--- src/rtl/uart_pkg.sv ---
// rtl/uart_pkg.sv - shared UART definitions: FSM states, parity modes, oversampling default
package uart_pkg;

  typedef enum logic [2:0] {
    ST_IDLE   = 3'd0,
    ST_START  = 3'd1,
    ST_DATA   = 3'd2,
    ST_PARITY = 3'd3,
    ST_STOP   = 3'd4
  } uart_state_t;

  localparam logic [1:0] PAR_NONE = 2'b00;
  localparam logic [1:0] PAR_EVEN = 2'b01;
  localparam logic [1:0] PAR_ODD  = 2'b10;

  localparam int OVS_DEFAULT = 16;

  // Mode 2'b11 is treated as "no parity", same as PAR_NONE.
  function automatic logic parity_on(input logic [1:0] mode);
    return (mode == PAR_EVEN) || (mode == PAR_ODD);
  endfunction

endpackage

--- src/rtl/uart_tx_fifo_param_if.sv ---
// rtl/uart_tx_fifo_param_if.sv - host write handshake into the UART transmit FIFO
interface uart_tx_fifo_param_if #(
  parameter int DATA_W = 8
);
  logic [DATA_W-1:0] Tx_DATA;
  logic              Tx_WR;
  logic              Tx_RDY;

  modport master (output Tx_DATA, output Tx_WR, input Tx_RDY);
  modport slave  (input Tx_DATA, input Tx_WR, output Tx_RDY);
endinterface

--- src/rtl/uart_baud_gen.sv ---
// rtl/uart_baud_gen.sv - baud tick generator, one tick every baud_div+1 clocks, held while clr
module uart_baud_gen #(
  parameter int DIV_W = 16
) (
  input  logic             clk,
  input  logic             reset,
  input  logic             clr,
  input  logic [DIV_W-1:0] baud_div,
  output logic             tick
);

  logic [DIV_W-1:0] cnt;

  // Free-running divider; clearing keeps the first tick a full period after clr drops.
  always_ff @(posedge clk or negedge reset) begin
    if (!reset) begin
      cnt <= '0;
    end else if (clr) begin
      cnt <= '0;
    end else if (cnt == baud_div) begin
      cnt <= '0;
    end else begin
      cnt <= cnt + 1'b1;
    end
  end

  assign tick = !clr && (cnt == baud_div);

endmodule

--- src/rtl/uart_tx_fifo_param.sv ---
// rtl/uart_tx_fifo_param.sv - UART transmitter with input FIFO; UART_TX_BREAK_EN adds tx_break
module uart_tx_fifo_param
  import uart_pkg::*;
#(
  parameter int DATA_W = 8,
  parameter int DEPTH  = 4,
  parameter int OVS    = OVS_DEFAULT,
  parameter int DIV_W  = 16
) (
  input  logic                   clk,
  input  logic                   reset,
  input  logic [DIV_W-1:0]       baud_div,
  input  logic [1:0]             par_mode,
  input  logic                   two_stop,
  input  logic                   Tx_EN,
`ifdef UART_TX_BREAK_EN
  input  logic                   tx_break,
`endif
  uart_tx_fifo_param_if.slave    wr,
  output logic                   TxD,
  output logic                   Tx_BUSY,
  output logic [$clog2(DEPTH):0] fifo_count
);

  localparam int PTR_W  = $clog2(DEPTH);
  localparam int CNT_W  = PTR_W + 1;
  localparam int TICK_W = (OVS > 1) ? $clog2(OVS) : 1;
  localparam int IDX_W  = $clog2(DATA_W);

  localparam logic [TICK_W-1:0] LAST_TICK = TICK_W'(OVS - 1);
  localparam logic [IDX_W-1:0]  LAST_BIT  = IDX_W'(DATA_W - 1);
  localparam logic [CNT_W-1:0]  FULL_CNT  = CNT_W'(DEPTH);

  logic [DATA_W-1:0] mem [DEPTH];
  logic [PTR_W-1:0]  wr_ptr;
  logic [PTR_W-1:0]  rd_ptr;
  logic [CNT_W-1:0]  count;
  logic [DATA_W-1:0] head;
  logic              push;
  logic              pop;

  uart_state_t       state;
  logic [DATA_W-1:0] shreg;
  logic              par_bit;
  logic              par_en;
  logic              stop2;
  logic              stop_hi;
  logic [TICK_W-1:0] bit_tick;
  logic [IDX_W-1:0]  bit_idx;
  logic              idle;
  logic              clr;
  logic              tick;

`ifdef UART_TX_BREAK_EN
  logic              brk_on;
  logic              brk_mark;
  logic              mark_done;
`endif

  assign head       = mem[rd_ptr];
  assign idle       = (state == ST_IDLE);
  assign wr.Tx_RDY  = (count != FULL_CNT);
  assign push       = wr.Tx_WR && wr.Tx_RDY;
  assign fifo_count = count;

`ifdef UART_TX_BREAK_EN
  // After a break the line must show one full mark bit before the next start bit.
  assign mark_done = brk_mark && tick && (bit_tick == LAST_TICK);
  assign pop       = idle && Tx_EN && (count != '0) && !tx_break && !brk_on &&
                     (!brk_mark || mark_done);
  assign clr       = idle && !brk_mark;
  assign Tx_BUSY   = !idle || (count != '0) || tx_break || brk_on || brk_mark;
`else
  assign pop       = idle && Tx_EN && (count != '0);
  assign clr       = idle;
  assign Tx_BUSY   = !idle || (count != '0);
`endif

  uart_baud_gen #(.DIV_W(DIV_W)) u_baud (
    .clk      (clk),
    .reset    (reset),
    .clr      (clr),
    .baud_div (baud_div),
    .tick     (tick)
  );

  // FIFO storage; contents need no reset because count gates every read.
  always_ff @(posedge clk) begin
    if (push) begin
      mem[wr_ptr] <= wr.Tx_DATA;
    end
  end

  // FIFO pointers and occupancy; pointers wrap naturally at the power-of-two depth.
  always_ff @(posedge clk or negedge reset) begin
    if (!reset) begin
      wr_ptr <= '0;
      rd_ptr <= '0;
      count  <= '0;
    end else begin
      if (push) begin
        wr_ptr <= wr_ptr + 1'b1;
      end
      if (pop) begin
        rd_ptr <= rd_ptr + 1'b1;
      end
      case ({push, pop})
        2'b10:   count <= count + 1'b1;
        2'b01:   count <= count - 1'b1;
        default: count <= count;
      endcase
    end
  end

  // Frame sequencer; TxD is registered and set on each bit boundary.
  always_ff @(posedge clk or negedge reset) begin
    if (!reset) begin
      state    <= ST_IDLE;
      TxD      <= 1'b1;
      shreg    <= '0;
      par_bit  <= 1'b0;
      par_en   <= 1'b0;
      stop2    <= 1'b0;
      stop_hi  <= 1'b0;
      bit_tick <= '0;
      bit_idx  <= '0;
`ifdef UART_TX_BREAK_EN
      brk_on   <= 1'b0;
      brk_mark <= 1'b0;
`endif
    end else begin
      case (state)
        ST_IDLE: begin
          if (pop) begin
            shreg    <= head;
            par_bit  <= (^head) ^ (par_mode == PAR_ODD);
            par_en   <= parity_on(par_mode);
            stop2    <= two_stop;
            stop_hi  <= 1'b0;
            bit_tick <= '0;
            bit_idx  <= '0;
            TxD      <= 1'b0;
            state    <= ST_START;
`ifdef UART_TX_BREAK_EN
            brk_mark <= 1'b0;
`endif
          end
`ifdef UART_TX_BREAK_EN
          else if (tx_break) begin
            TxD      <= 1'b0;
            brk_on   <= 1'b1;
            brk_mark <= 1'b0;
          end else if (brk_on) begin
            TxD      <= 1'b1;
            brk_on   <= 1'b0;
            brk_mark <= 1'b1;
            bit_tick <= '0;
          end else if (brk_mark && tick) begin
            if (bit_tick == LAST_TICK) begin
              bit_tick <= '0;
              brk_mark <= 1'b0;
            end else begin
              bit_tick <= bit_tick + 1'b1;
            end
          end
`endif
        end
        default: begin
          if (tick) begin
            if (bit_tick != LAST_TICK) begin
              bit_tick <= bit_tick + 1'b1;
            end else begin
              bit_tick <= '0;
              case (state)
                ST_START: begin
                  state <= ST_DATA;
                  TxD   <= shreg[0];
                end
                ST_DATA: begin
                  if (bit_idx == LAST_BIT) begin
                    if (par_en) begin
                      state <= ST_PARITY;
                      TxD   <= par_bit;
                    end else begin
                      state <= ST_STOP;
                      TxD   <= 1'b1;
                    end
                  end else begin
                    bit_idx <= bit_idx + 1'b1;
                    shreg   <= shreg >> 1;
                    TxD     <= shreg[1];
                  end
                end
                ST_PARITY: begin
                  state <= ST_STOP;
                  TxD   <= 1'b1;
                end
                ST_STOP: begin
                  if (stop2 && !stop_hi) begin
                    stop_hi <= 1'b1;
                  end else begin
                    state <= ST_IDLE;
                  end
                end
                default: state <= ST_IDLE;
              endcase
            end
          end
        end
      endcase
    end
  end

endmodule

--- src/flat_wrapper.sv ---
// flat-port wrapper written by rule: the top's interface ports become plain ports
module uart_tx_fifo_param_flat import uart_pkg::*;
#(
  parameter int DATA_W = 8,
  parameter int DEPTH  = 4,
  parameter int OVS    = OVS_DEFAULT,
  parameter int DIV_W  = 16
)
  (clk, reset, baud_div, par_mode, two_stop, Tx_EN, TxD, Tx_BUSY, fifo_count, wr_Tx_DATA, wr_Tx_WR, wr_Tx_RDY);
  uart_tx_fifo_param_if #(.DATA_W(DATA_W)) wr_i ();
  input  logic clk;
  input  logic reset;
  input  logic [DIV_W-1:0] baud_div;
  input  logic [1:0] par_mode;
  input  logic two_stop;
  input  logic Tx_EN;
  output logic TxD;
  output logic Tx_BUSY;
  output logic [$clog2(DEPTH):0] fifo_count;
  input wire logic [$bits(wr_i.Tx_DATA)-1:0] wr_Tx_DATA;
  input wire logic [$bits(wr_i.Tx_WR)-1:0] wr_Tx_WR;
  output wire logic [$bits(wr_i.Tx_RDY)-1:0] wr_Tx_RDY;
  assign wr_i.Tx_DATA = wr_Tx_DATA;
  assign wr_i.Tx_WR = wr_Tx_WR;
  assign wr_Tx_RDY = wr_i.Tx_RDY;
  uart_tx_fifo_param #(.DATA_W(DATA_W), .DEPTH(DEPTH), .OVS(OVS), .DIV_W(DIV_W)) u_core (.clk(clk), .reset(reset), .baud_div(baud_div), .par_mode(par_mode), .two_stop(two_stop), .Tx_EN(Tx_EN), .wr(wr_i), .TxD(TxD), .Tx_BUSY(Tx_BUSY), .fifo_count(fifo_count));
endmodule
--- config.mk ---
export PLATFORM = sky130hd
export DESIGN_NAME = uart_tx_fifo_param_flat
export DESIGN_NICKNAME = d
export VERILOG_FILES = /design/src/rtl/uart_pkg.sv /design/src/rtl/uart_tx_fifo_param_if.sv /design/src/rtl/uart_baud_gen.sv /design/src/rtl/uart_tx_fifo_param.sv /design/src/flat_wrapper.sv
export SDC_FILE = /design/constraint.sdc
export NUM_CORES = 1
export LEC_CHECK = 0
export BUFFER_PORTS_ARGS = -buffer_cell sky130_fd_sc_hd__buf_2
export CAP_MARGIN = 20
export CORE_ASPECT_RATIO = 1.4
export CORE_MARGIN = 1
export CORE_UTILIZATION = 59
export DETAILED_ROUTE_END_ITERATION = 12
export PLACE_DENSITY = 0.87
export SLEW_MARGIN = 15
export SYNTH_ARGS = -nofsm -noshare
export SYNTH_HDL_FRONTEND = slang
export SYNTH_SLANG_ARGS = --single-unit
--- constraint.sdc ---
create_clock -name clk -period 3.1 [get_ports clk]
set_clock_uncertainty 0.2 [all_clocks]
set_input_delay 0.775 -clock clk [delete_from_list [all_inputs] [get_ports clk]]
set_output_delay 0.775 -clock clk [all_outputs]
set_load 0.05 [all_outputs]
* After elaboration in Yosys (flattened, before gate mapping)
Memories as Yosys holds them, arrays and structs flattened.
Cells that the tools add are included.
** Cells by class
- Add/subtract/negate cells :: 7
- Eq/ne operators :: 17
- Muxes and demuxes :: 41
- Bitwise operators :: 1
- Reductions and logical operators :: 24
** Operators by type and width (count)
- $mux 8 :: 6
- $mux 3 :: 13
- $mux 16 :: 2
- $add 16x1->16 const B :: 1
- $eq 16x16->1 :: 1
- $mux 4 :: 4
- $reduce_and 5->1 :: 3
- $mux 1 :: 13
- $pmux 3 s4 :: 1
- $reduce_bool 2->1 :: 5
- $reduce_xor 8->1 :: 1
- $add 3x1->3 const B :: 2
- $eq 3x2->1 const B :: 2
- $eq 3x3->1 const B :: 2
- $ne 2x1->1 const B :: 3
- $pmux 3 s2 :: 1
- $logic_and 1x1->1 :: 5
- $add 2x1->2 const B :: 2
- $add 4x1->4 const B :: 1
- $eq 2x1->1 const B :: 2
- $eq 2x2->1 const B :: 2
- $ne 4x4->1 const B :: 1
- $reduce_and 2->1 :: 2
- $reduce_and 4->1 :: 1
- 12 further kinds :: 14
** Word-level totals
- Bits in registers :: 46
- Memory bits (writable) :: 32
- Input bits :: 31
- Output and inout bits :: 6
- Word-level logic and storage cells :: 104
- Memories kept :: 1
** Memory list
- u_core.mem :: depth 4, width 8, rd ports 1, clocked after Yosys merged registers in 0, wr ports 1, line uart_tx_fifo_param.sv:34 : logic [DATA_W-1:0] mem [DEPTH];

* Longest topological paths before layout
Gate-level depths: netlist (run 1).
- Depth in word-level cells :: 7
- Gate-level depth with buffers :: 10

* Cells and area by module
Synthesis (run 1) repeated with hierarchy kept, for this count alone.
** Second synthesis, totals
- Cell total of the unflattened synthesis :: 307
- Area total of the unflattened synthesis :: 3758.6 um^2
** By module, submodules not included
- uart_tx_fifo_param :: instances 1, cells an instance 206, area each 2813.9 um^2, seq. area each 1712.9 um^2
- uart_baud_gen :: instances 1, cells an instance 101, area each 944.7 um^2, seq. area each 400.4 um^2

* Worst setup path before layout (run 1)
Ideal clock, no wire load.
- Path kind :: register to register
- Start :: register u_core.count[2], in the netlist u_core.fifo_count[2]
- End :: register u_core.count[2], in the netlist u_core.fifo_count[2]
- Setup time :: 0.082 ns
- Arrival time :: 2.509 ns
- Required time :: 2.818 ns
- Setup slack :: 0.309 ns
- Stages on the path, launching flop included :: 10
- Cells stage by stage :: dfrtp_1 -> nand2_1 -> and2_1 -> inv_1 -> ha_1 -> inv_1 -> fa_1 -> xor2_1 -> nor2_1 -> xor2_1
** On the way
- Cells in the longest elaborated chain, start to end :: 4
** RTL lines
- start, declared :: line uart_tx_fifo_param.sv:37 : logic [CNT_W-1:0] count;
- start signal, assigned :: line uart_tx_fifo_param.sv:108 : 2'b10: count <= count + 1'b1;
- start signal, assigned :: line uart_tx_fifo_param.sv:109 : 2'b01: count <= count - 1'b1;
- start signal, assigned :: line uart_tx_fifo_param.sv:110 : default: count <= count;
- $ne 3x3->1 * :: line uart_tx_fifo_param.sv:62 : assign wr.Tx_RDY = (count != FULL_CNT);
- via wr_Tx_RDY :: line flat_wrapper.sv:22 : output wire logic [$bits(wr_i.Tx_RDY)-1:0] wr_Tx_RDY;
- $logic_and 1x1->1 * :: line uart_tx_fifo_param.sv:63 : assign push = wr.Tx_WR && wr.Tx_RDY;
- $eq 2x1->1 or $eq 2x2->1 (tied branches) :: line uart_tx_fifo_param.sv:107 : case ({push, pop})
- $pmux 3 s2 or $reduce_bool 2->1 (tied branches)
Mark *: on every way through the listed nets, which the timed path passes. The rest lies on a longest branch.
A chain may end at the register's enable or synchronous reset.

* Worst setup path after layout (run 1)
- Start :: register u_core.state[1]
- End :: output port Tx_BUSY
** On the way
- Cells in the longest elaborated chain, start to end :: 3
** RTL lines
- start, declared :: line uart_tx_fifo_param.sv:42 : uart_state_t state;
- start signal, assigned :: line uart_tx_fifo_param.sv:118 : state <= ST_IDLE;
- start signal, assigned :: line uart_tx_fifo_param.sv:143 : state <= ST_START;
- start signal, assigned :: line uart_tx_fifo_param.sv:176 : state <= ST_DATA;
- $logic_not 3->1 :: line uart_tx_fifo_param.sv:61 : assign idle = (state == ST_IDLE);
- $logic_not 1->1 :: line uart_tx_fifo_param.sv:76 : assign Tx_BUSY = !idle || (count != '0);
- $logic_or 1x1->1 :: line uart_tx_fifo_param.sv:76
- end, declared :: line flat_wrapper.sv:18 : output logic Tx_BUSY;
No other way between the ends.

==> results by group, run 1 <==
Worst setup path
  • Crit-path slowest cell: dfrtp_1
  • Critical Path AT: around 1.7 ns
  • R2R Path End: u_core.fifo_count[2]
  • CP Launch Type: flip-flop
  • CP Launch Point: u_core.state[1]
  • Crit path cell chain: nor3_2, buf_4, nand3b_1, buf_2
  • Critical path peak fanout: 15
  • CP Data Required Time: 2.12 ns
  • Critical path type: reg -> out
  • R2R setup slack: 0.71 ns
  • Crit path largest cell delay: approximately 0.48 ns
  • R2R depth: 9
  • FF-to-FF Start: u_core.state[1]
  • CP Capture Type: primary output

Floorplanning
  • Die area: 6670 um2
  • CORE AREA: ~6200 um2
  • Initial core utilization: 60.7%
  • Die Wd: between 60 and 70 um
  • Top-level I/O count: 37
  • Floorplan row count: 34
  • Chip height: 96.3 um

Global routing
  • Largest net degree at the start of global routing: 47
  • Initial antenna violation count: 0
  • Global route overflow: 0
  • Global-route wire length before repair: 11.5 mm
  • Gr usage total: a little under a quarter
  • Vias in the first global route: 2528

Cells and area
  • Nets@finish: 396
  • Area growth, synth to finish: 12.6%
  • Fin area: 4220 um2
  • Diode count: 0
  • Layout fillers: 433
  • Layout cells sized above 1: 19.2%
  • Final std cells w/o fill: 431

Logic synthesis
  • Sequential area share after synthesis: between 50% and 60%
  • #FFs+latches synth: 78
  • Syn Nets: between 300 and 400
  • Synth warn: 0
  • Synth area leaders: dfrtp_1 (30%), edfxtp_1 (26%), xnor2_1 (7.0%)
  • Top cell type's share of synthesized area: 30.1%
  • Dominant synthesized flop cell: dfrtp_1
  • Synthesized instance count: 313
  • Number of synthesized flops with an enable pin: 32
  • Cell area after synthesis: 3740 um2
  • Ys async rst share: 59.0%
  • Cell variety after synth: 45
  • Synth area leader: dfrtp_1
  • Syn_area_per_cell: 12.0 um2

Placed design
  • Port bufs: 36
  • DP Area: 3990 um2
  • Final GP Congestion: 0.805
  • Hpwl dp: 4.86 mm
  • Placed Cells: 415

Min path
  • Hold Path Sink: u_core.stop2
  • Worst Hold Class: reg -> reg
  • Min-delay src: u_core.stop2
  • Hold path depth: 2

Clock tree
  • Clock sink count: slightly below 80
  • Total CTS buffers: 9
  • Worst-path clk slew: 0.08 ns
  • TritonCTS clock tree: done
  • Setup Buffers After CTS: 0
  • Number of hold buffers added after cts: 0
  • CTS root buf: clkbuf_8
  • H-tree depth: 3
  • CTS max path bufs: 2
  • Worst-Skew Late Latency: 0.35 ns
  • Resize count post-CTS: 0

Detailed routing
  • Post-DR wirelength/cell: between 15 and 20 um
  • Initial DRC count: 175
  • Post-DRT Antenna Nets: 0
  • Vias per cell: 5.71
  • Drt total wl: 6.77 mm
  • DR vias: about 2.5k
  • DRT Pass-1 Iters: 8
  • DRC violations left: 1

STA
  • Slew @ Worst Pin: just under 0.6 ns
  • Crit share post-route: 86.4%
  • Slew HR: between 60% and 70%
  • Setup violators final: 0
  • Tmin final: around 2.7 ns
  • Peak Freq: 373 MHz
  • Unrepaired setup endpoints after global routing: false
  • Setup TNS: 0 ns
  • Fin. max-slew vios: 0
  • Final hold vios: 0

Outcome
  • Failing checks: design-rule violations
  • Status: complete, but fails checks

Power and ir drop
  • Power per cell area: 935 nW/um2
  • VDD IR max: 0.745 mV
  • Pleak: roughly 1.8 nW

Job
  • Max Cap Viol: 0
## logic make-up after synthesis
| logic type | after synthesis | synth area share (%) |
|---|---|---|
| buffers and inverters | 27 | 3.31 |
| AO/OA/AOI/OAI | 42 | 6.92 |
| XOR/XNOR | 43 | 10.5 |
| multiplexers | 10 | 5.78 |
| adder cells (fa/ha/maj) | 11 | 3.88 |
| AND/OR/NAND/NOR | 102 | 13.2 |
| flip-flops | 78 | 56.5 |
## area by class of cell
class	count	area (um2)	area share, %
sequential	78	2110	50.1
multi-input combinational	208	1510	35.7
timing repair buffer	41	218	5.16
clock buffer	9	124	2.94
clock inverter	7	104	2.46
tap	72	90.1	2.14
inverter	16	60.1	1.42
## worst max path at each step
| stage | cells after the start | end |
|---|---|---|
| floorplan | 9 | u_core.fifo_count[2] |
| global placement | 7 | u_core.state[0] |
| detailed placement | 10 | u_core.fifo_count[2] |
| CTS | 4 | Tx_BUSY |
| global route | 4 | Tx_BUSY |
| finish | 4 | Tx_BUSY |
## worst max-delay path: cells and delay by family, from the launching register on
| family | cells | cell delay [ns] |
|---|---|---|
| simple gates | 2 | 0.39 |
| buf+inv | 2 | 0.48 |
| flops | 1 | 0.48 |
## cells in the mapped netlist (3+ instances only)
master,count
a21oi_1,3
a31oi_1,8
and2_1,4
and3_1,5
buf_2,4
clkbuf_1,5
dfrtp_1,45
edfxtp_1,32
ha_1,10
inv_1,16
mux4_1,4
mux4_2,4
nand2_1,33
nand3_1,10
nand4_1,7
nor2_1,29
nor3_1,3
o21ai_0,17
o31ai_1,3
xnor2_1,30
xor2_1,11
## report_power, final
part	internal [mW]	switching, mW
Combinational	0.643	0.866
Sequential	1.35	0.225
Clock	0.465	0.394
Total	2.46	1.48
## placed cells by master (no fill, tap or decap), types with 2 or more instances in the layout
master	instances
nand3_1	10
dfrtp_1	45
a31oi_1	8
bufinv_16	2
nor4b_1	2
o21ai_1	2
nand4_1	7
nand2_1	33
a21oi_1	3
and2_1	4
buf_4	5
and3_1	5
xnor2_2	2
o31ai_1	3
xnor2_1	30
or3_1	2
clkinv_4	2
mux4_1	4
buf_2	36
inv_1	16
xor2_1	11
nor2_1	29
ha_1	10
edfxtp_1	32
a211oi_1	2
clkbuf_8	9
inv_6	3
nor3_1	3
a22o_1	2
mux4_2	4
o21ai_0	17
## flip-flops by register name, summed over array words and instances (netlist names)
name	flops
u_core.u_baud.cnt	16
u_core.par_en	1
u_core.fifo_count	3
u_core.rd_ptr	2
u_core.stop2	1
u_core.shreg	8
u_core.state	3
u_core.mem	32
u_core.bit_tick	4
u_core.stop_hi	1
u_core.TxD	1
u_core.wr_ptr	2
u_core.par_bit	1
u_core.bit_idx	3
## layer usage
layer / global-route usage, % / wire [um] / vias to the layer above
met5: 0 / 0 / -
met2: 42.6 / 3750 / 53
met3: 5.55 / 200 / 11
met1: 24.6 / 2720 / 1205
li1: - / - / 1193
met4: 8.33 / 101 / 0
## per-stage QoR
stage                     util [%]  setup slack (ns)  total power [mW]  hold slack, ns
after floorplan                  -             0.309              2.76           0.238
after global placement        64.6             0.520              3.02           0.258
after detailed placement      64.6             0.436              3.09           0.263
after CTS                     68.3             0.425              3.97           0.286
after global routing          68.3             0.369              4.19           0.309
final                         68.3             0.422              3.94           0.287
Note: power is estimated with default switching activity, not from simulation.
==> inputs of run 2 (changes only) <==
--- a/config.mk
+++ b/config.mk
@@ -9,9 +9,9 @@
 export CAP_MARGIN = 20
 export CORE_ASPECT_RATIO = 1.4
 export CORE_MARGIN = 1
-export CORE_UTILIZATION = 59
+export CORE_UTILIZATION = 50
 export DETAILED_ROUTE_END_ITERATION = 12
-export PLACE_DENSITY = 0.87
+export PLACE_DENSITY = 0.76
 export SLEW_MARGIN = 15
 export SYNTH_ARGS = -nofsm -noshare
 export SYNTH_HDL_FRONTEND = slang
==> run 2 against run 1 <==
  * The run now ends clean
  * Critical path depth stayed put
  * Sequential power hardly changed
  * Combinational power hardly changed
  * Register-to-register slack worse by 0.02 ns
  * Power is 0.90% lower
  * Global-route usage is 2.9 points lower
  * First-iteration DRC count is 11% lower
  * Design area is 0.53% higher
  * Worst setup slack worse by 0.022 ns
  * Wire length is 1.6% higher
  * Via count is 0.49% lower
==> results by group, run 2 (synthesized netlist as in run 1, its figures left out) <==
Global routing
  • Global-route wire length before repair: 11.3 mm (-1.6%)
  • Global route overflow: 0 (unchanged)
  • Initial antenna violation count: 0 (unchanged)
  • Gr usage total: 19.7% (-2.9 points)
  • Largest net degree at the start of global routing: 24 (-49%)
  • Vias in the first global route: 2508 (-0.79%)

Min path
  • Worst Hold Class: in -> async

STA
  • Setup violators final: 0 (unchanged)
  • Slew @ Worst Pin: 0.537 ns (-0.0427 ns)
  • Unrepaired setup endpoints after global routing: false
  • Fin. max-slew vios: 0 (unchanged)
  • Crit share post-route: 87.1% (+0.70 points)
  • Tmin final: 2.70 ns (+0.0218 ns)
  • Peak Freq: 370 MHz (-0.81%)
  • Setup TNS: 0 ns (unchanged)
  • Final hold vios: 0 (unchanged)
  • Slew HR: 64.2% (+2.8 points)

Worst setup path
  • R2R Path End: u_core.par_bit
  • CP Launch Type: flip-flop
  • Critical Path AT: 1.72 ns (+0.02 ns)
  • FF-to-FF Start: u_core.rd_ptr[0]
  • CP Capture Type: primary output
  • R2R depth: 6 (-3)
  • CP Data Required Time: 2.12 ns (about the same)
  • CP endpoint: Tx_BUSY
  • CP Launch Point: u_core.state[1]
  • R2R setup slack: 0.69 ns (-0.02 ns)
  • Critical path type: reg -> out
  • Critical path peak fanout: 15 (unchanged)

Cells and area
  • Commonest non-fill, non-tap cell in the layout: dfrtp_1
  • Regs by FF count: u_core.mem x32, u_core.u_baud.cnt x16, u_core.shreg x8
  • Max FFs per register: 32 (unchanged)
  • Nets@finish: 397 (+0.25%)
  • Area growth, synth to finish: 13.2%
  • Diode count: 0 (unchanged)
  • Largest Register: u_core.mem
  • Most frequent cells in the layout: dfrtp_1 (45), buf_2 (36), nand2_1 (33)
  • Fin area: 4240 um2 (+0.53%)
  • Layout cells sized above 1: 19.2% (unchanged)

Placed design
  • Final GP Congestion: 0.758 (-5.9%)
  • DP Area: 4030 um2 (+0.97%)
  • Port bufs: 36 (unchanged)
  • Hpwl dp: 4.98 mm (+2.6%)

Detailed routing
  • Vias per cell: 5.37 (-5.9%)
  • Post-DRT Antenna Nets: 0 (unchanged)
  • Drt total wl: 6.88 mm (+1.6%)
  • Initial DRC count: 156 (-11%)
  • DRC violations left: 0 (-1)
  • Post-DR wirelength/cell: 15.1 um (-4.0%)
  • DR vias: 2450 (-0.49%)
  • DRT Pass-1 Iters: 4 (-4)

Clock tree
  • CTS max path bufs: 2 (unchanged)
  • Resize count post-CTS: 0 (unchanged)
  • Clock sink count: 78 (unchanged)
  • Total CTS buffers: 9 (unchanged)
  • Worst-Skew Late Latency: 0.36 ns (about the same)
  • TritonCTS clock tree: done
  • Setup Buffers After CTS: 0 (unchanged)
  • CTS root buf: clkbuf_8
  • H-tree depth: 3 (unchanged)
  • Number of hold buffers added after cts: 0 (unchanged)
  • Worst-path clk slew: 0.08 ns (about the same)

Floorplanning
  • Initial core utilization: 51.2% (-9.5 points)
  • Die area: 7840 um2 (+18%)
  • Chip height: 104 um (+8.4%)
  • CORE AREA: 7310 um2 (+19%)
  • Die Wd: 75.1 um (+8.4%)
  • Floorplan row count: 37 (+8.8%)
  • Top-level I/O count: 37 (unchanged)

Job
  • Max Cap Viol: 0 (unchanged)

Outcome
  • Status: finished, final reports clean

Power and ir drop
  • Power per cell area: 922 nW/um2 (-1.4%)
  • Pleak: 1.75 nW (-0.72%)
  • VDD IR max: 0.805 mV (+8.1%)
-- run 2: cell types whose count changed in the layout (fill, tap and decap cells not counted) --
cell | previous run | this run
clkinvlp_4 | 0 | 3
inv_6 | 3 | 0
clkinv_4 | 2 | 0
buf_4 | 5 | 6
clkinv_2 | 0 | 1
-- run 2: power by group --
group	switching, mW	total [mW]	internal (mW)	leakage (nW)
logic	0.866	1.51	0.644	0.764
clock network	0.371	0.818	0.447	0.0973
registers	0.228	1.58	1.35	0.884
total	1.47	3.91	2.44	1.75
-- run 2: worst min-delay path by stage --
stage,cells after the start,to,startpoint
4_1_cts,1,u_core.u_baud.cnt[14],reset
3_3_place_gp,2,u_core.stop2,u_core.stop2
5_1_grt,1,u_core.u_baud.cnt[14],reset
2_1_floorplan,2,u_core.stop2,u_core.stop2
3_5_place_dp,2,u_core.TxD,u_core.TxD
6_report,1,u_core.u_baud.cnt[14],reset
-- run 2: cell type report --
class | instances | area (um2)
Sequential cell | 78 | 2110
Clock buffer | 9 | 124
Timing Repair Buffer | 42 | 225
Inverter | 16 | 60.1
Multi-Input combinational cell | 208 | 1510
Tap cell | 97 | 121
Fill cell | 645 | 3080
Clock inverter | 6 | 87.6
-- run 2: worst max-delay path, stage by stage, from the launching register on --
cell and delay (ns):
dfrtp_1 0.48, nor3_2 0.28, buf_4 0.24, nand3b_1 0.12, buf_2 0.23
-- run 2: per-layer routing --
| layer | vias up | track usage (%) | share of wire, % |
|---|---|---|---|
| met5 | - | 0 | 0 |
| met4 | 0 | 7.01 | 1.5 |
| met3 | 7 | 5.62 | 3.6 |
| met2 | 44 | 35.3 | 55 |
| met1 | 1216 | 21.6 | 40 |
| li1 | 1183 | - | - |
-- run 2: through the flow --
| stage | power [mW] | setup WS [ns] | hold WS (ns) | utilization, % | instances |
|---|---|---|---|---|---|
| finish | 3.91 | 0.400 | 0.0739 | 57.9 | 456 |
| global route | 4.15 | 0.269 | 0.0831 | 57.9 | 456 |
| CTS | 3.94 | 0.372 | 0.0679 | 57.9 | 456 |
| detailed placement | 3.11 | 0.407 | 0.276 | 55.0 | 441 |
| global placement | 3.04 | 0.431 | 0.253 | 55.0 | 441 |
| floorplan | 2.76 | 0.309 | 0.238 | - | 313 |
==> inputs of run 3 (changes only) <==
--- a/config.mk
+++ b/config.mk
@@ -9,9 +9,9 @@
 export CAP_MARGIN = 20
 export CORE_ASPECT_RATIO = 1.4
 export CORE_MARGIN = 1
-export CORE_UTILIZATION = 50
+export CORE_UTILIZATION = 44
 export DETAILED_ROUTE_END_ITERATION = 12
-export PLACE_DENSITY = 0.76
+export PLACE_DENSITY = 0.69
 export SLEW_MARGIN = 15
 export SYNTH_ARGS = -nofsm -noshare
 export SYNTH_HDL_FRONTEND = slang
==> run 3 against run 2 <==
  * Die area increased by 13%
  * Core utilization is 5.2 points lower
  * Global-route usage decreased by 1.8 points
  * First-iteration DRC count shrank 7.7%
  * Clock power is 23% higher
  * Worst setup slack gained 0.12 ns
  * Sequential cell count did not move
  * Sequential power is essentially flat
  * Cell count rose by 1.3%
  * Sequential share of layout area is 0.95 points lower
  * Non-clock buffer count stayed put
  * Maximum frequency up 4.5%
==> results by group, run 3 (synthesized netlist as in run 1, its figures left out) <==
Outcome
  • Status: finished, final reports clean

Global routing
  • Vias in the first global route: 2467 (-1.6%)
  • Global route overflow: 0 (unchanged)
  • Gr usage total: 18.0% (-1.8 points)
  • Initial antenna violation count: 0 (unchanged)
  • Global-route wire length before repair: 11.9 mm (+4.6%)
  • Largest net degree at the start of global routing: 26 (+8.3%)

Clock tree
  • CTS max path bufs: 2 (unchanged)
  • TritonCTS clock tree: done
  • Worst-path clk slew: 0.06 ns (-0.02 ns)
  • Setup Buffers After CTS: 0 (unchanged)
  • Worst-Skew Late Latency: 0.34 ns (-0.02 ns)
  • Total CTS buffers: 9 (unchanged)
  • Number of hold buffers added after cts: 0 (unchanged)
  • H-tree depth: 3 (unchanged)
  • CTS root buf: clkbuf_16
  • Resize count post-CTS: 0 (unchanged)
  • Clock sink count: 78 (unchanged)

Cells and area
  • Largest Register: u_core.mem
  • Nets@finish: 397 (unchanged)
  • Commonest non-fill, non-tap cell in the layout: dfrtp_1
  • Most frequent cells in the layout: dfrtp_1 (45), buf_2 (36), nand2_1 (33)
  • Max FFs per register: 32 (unchanged)
  • Diode count: 0 (unchanged)
  • Layout cells sized above 1: 19.4% (+0.22 points)
  • Area growth, synth to finish: 15.4%
  • Layout fillers: 717 (+11%)
  • Regs by FF count: u_core.mem x32, u_core.u_baud.cnt x16, u_core.shreg x8

Floorplanning
  • Top-level I/O count: 37 (unchanged)
  • Die Wd: 80.0 um (+6.4%)
  • Chip height: 111 um (+6.5%)
  • Floorplan row count: 39 (+5.4%)
  • Die area: 8890 um2 (+13%)
  • Initial core utilization: 45.7% (-5.5 points)
  • CORE AREA: 8200 um2 (+12%)

Worst setup path
  • Crit-path slowest cell: dfrtp_1
  • CP bufs+invs: 2 (unchanged)
  • CP Capture Type: primary output
  • FF-to-FF Start: u_core.rd_ptr[0]
  • R2R setup slack: 0.75 ns (+0.06 ns)
  • Critical Path AT: 1.61 ns (-0.11 ns)
  • R2R Path End: u_core.par_bit
  • R2R depth: 6 (unchanged)
  • Crit path cell chain: nor3_2, buf_4, nand3b_1, buf_2
  • Critical path peak fanout: 15 (unchanged)
  • Crit path largest cell delay: 0.47 ns (about the same)
  • CP Data Required Time: 2.12 ns (about the same)
  • Crit path max-delay family: flip-flops
  • CP Launch Type: flip-flop
  • Critical path type: reg -> out

STA
  • Slew @ Worst Pin: 0.541 ns (+0.00331 ns)
  • Unrepaired setup endpoints after global routing: false
  • Setup TNS: 0 ns (unchanged)
  • Setup ws final: 0.516 ns (+0.115 ns)
  • Setup violators final: 0 (unchanged)
  • Fin. max-slew vios: 0 (unchanged)
  • Final hold vios: 0 (unchanged)
  • Crit share post-route: 83.4% (-3.7 points)
  • Tmin final: 2.58 ns (-0.115 ns)
  • Peak Freq: 387 MHz (+4.5%)
  • Slew HR: 64.0% (-0.22 points)

Placed design
  • Final GP Congestion: 0.745 (-1.7%)
  • Hpwl dp: 5.01 mm (+0.54%)
  • Port bufs: 36 (unchanged)
  • Pre-CTS WS: 0.352 ns (-0.0553 ns)

Power and ir drop
  • Switching Fraction: 37.2% (-0.30 points)
  • Seq pwr share: 38.7% (-1.7 points)
  • Clock Power Share: 24.9% (+4.0 points)
  • Comb pwr share: 36.5% (-2.1 points)
  • Internal Dissipation: 2.55 mW (+4.5%)
  • VDD IR max: 0.600 mV (-25%)
  • Sw power: 1.51 mW (+3.2%)
  • Pleak: 1.79 nW (+2.4%)
  • Power per cell area: 940 nW/um2 (+2.0%)

Detailed routing
  • DRC violations left: 0 (unchanged)
  • Post-DRT Antenna Nets: 0 (unchanged)
  • Post-DR wirelength/cell: 14.8 um (-1.9%)
  • DRT Pass-1 Iters: 4 (unchanged)
  • Drt total wl: 6.83 mm (-0.64%)
  • Initial DRC count: 144 (-7.7%)
  • Vias per cell: 5.26 (-2.0%)
  • DR vias: 2432 (-0.73%)

Min path
  • Worst Hold Class: in -> async

Job
  • Max Cap Viol: 0 (unchanged)
run 3: power groups by stage:
stage / Combinational [mW] / Sequential, mW / Clock (mW)
final: 1.48 / 1.57 / 1.01
after global placement: 1.47 / 1.58 / 0
after global routing: 1.66 / 1.62 / 1.08
after floorplan: 1.19 / 1.56 / 0
after CTS: 1.51 / 1.58 / 1.03
after detailed placement: 1.50 / 1.60 / 0
run 3: through the flow:
step	hold WS, ns	cell area (um2)	instances	utilization (%)	power [mW]
3_5_place_dp	0.268	4030	446	49.2	3.10
2_1_floorplan	0.238	3740	313	-	2.76
6_report	0.0166	4320	462	52.7	4.06
4_1_cts	0.00725	4320	462	52.7	4.12
5_1_grt	0.00623	4320	462	52.7	4.36
3_3_place_gp	0.256	4030	446	49.2	3.05
run 3: cell type report:
class	instances	area (um2)	area share, %
clock buffer	9	225	5.21
clock inverter	7	62.6	1.45
inverter	16	60.1	1.39
multi-input combinational	208	1510	34.9
sequential	78	2110	48.9
tap	102	128	2.95
timing repair buffer	42	225	5.21
run 3: worst max path at each step:
| stage | slack [ns] | depth (start not counted) | from | end |
|---|---|---|---|---|
| floorplan | 0.31 | 9 | u_core.fifo_count[2] | u_core.fifo_count[2] |
| global placement | 0.36 | 7 | baud_div[4] | u_core.bit_tick[0] |
| detailed placement | 0.35 | 7 | baud_div[4] | u_core.bit_tick[0] |
| CTS | 0.49 | 4 | u_core.state[1] | Tx_BUSY |
| global route | 0.39 | 4 | u_core.state[2] | Tx_BUSY |
| finish | 0.52 | 4 | u_core.state[1] | Tx_BUSY |
run 3: layer usage:
| layer | GRT usage, % | vias to the layer above | share of wire (%) |
|---|---|---|---|
| li1 | - | 1190 | - |
| met3 | 4.94 | 9 | 3.3 |
| met1 | 21.2 | 1191 | 41 |
| met4 | 8.33 | 0 | 1.5 |
| met5 | 0 | - | 0 |
| met2 | 30.0 | 42 | 54 |
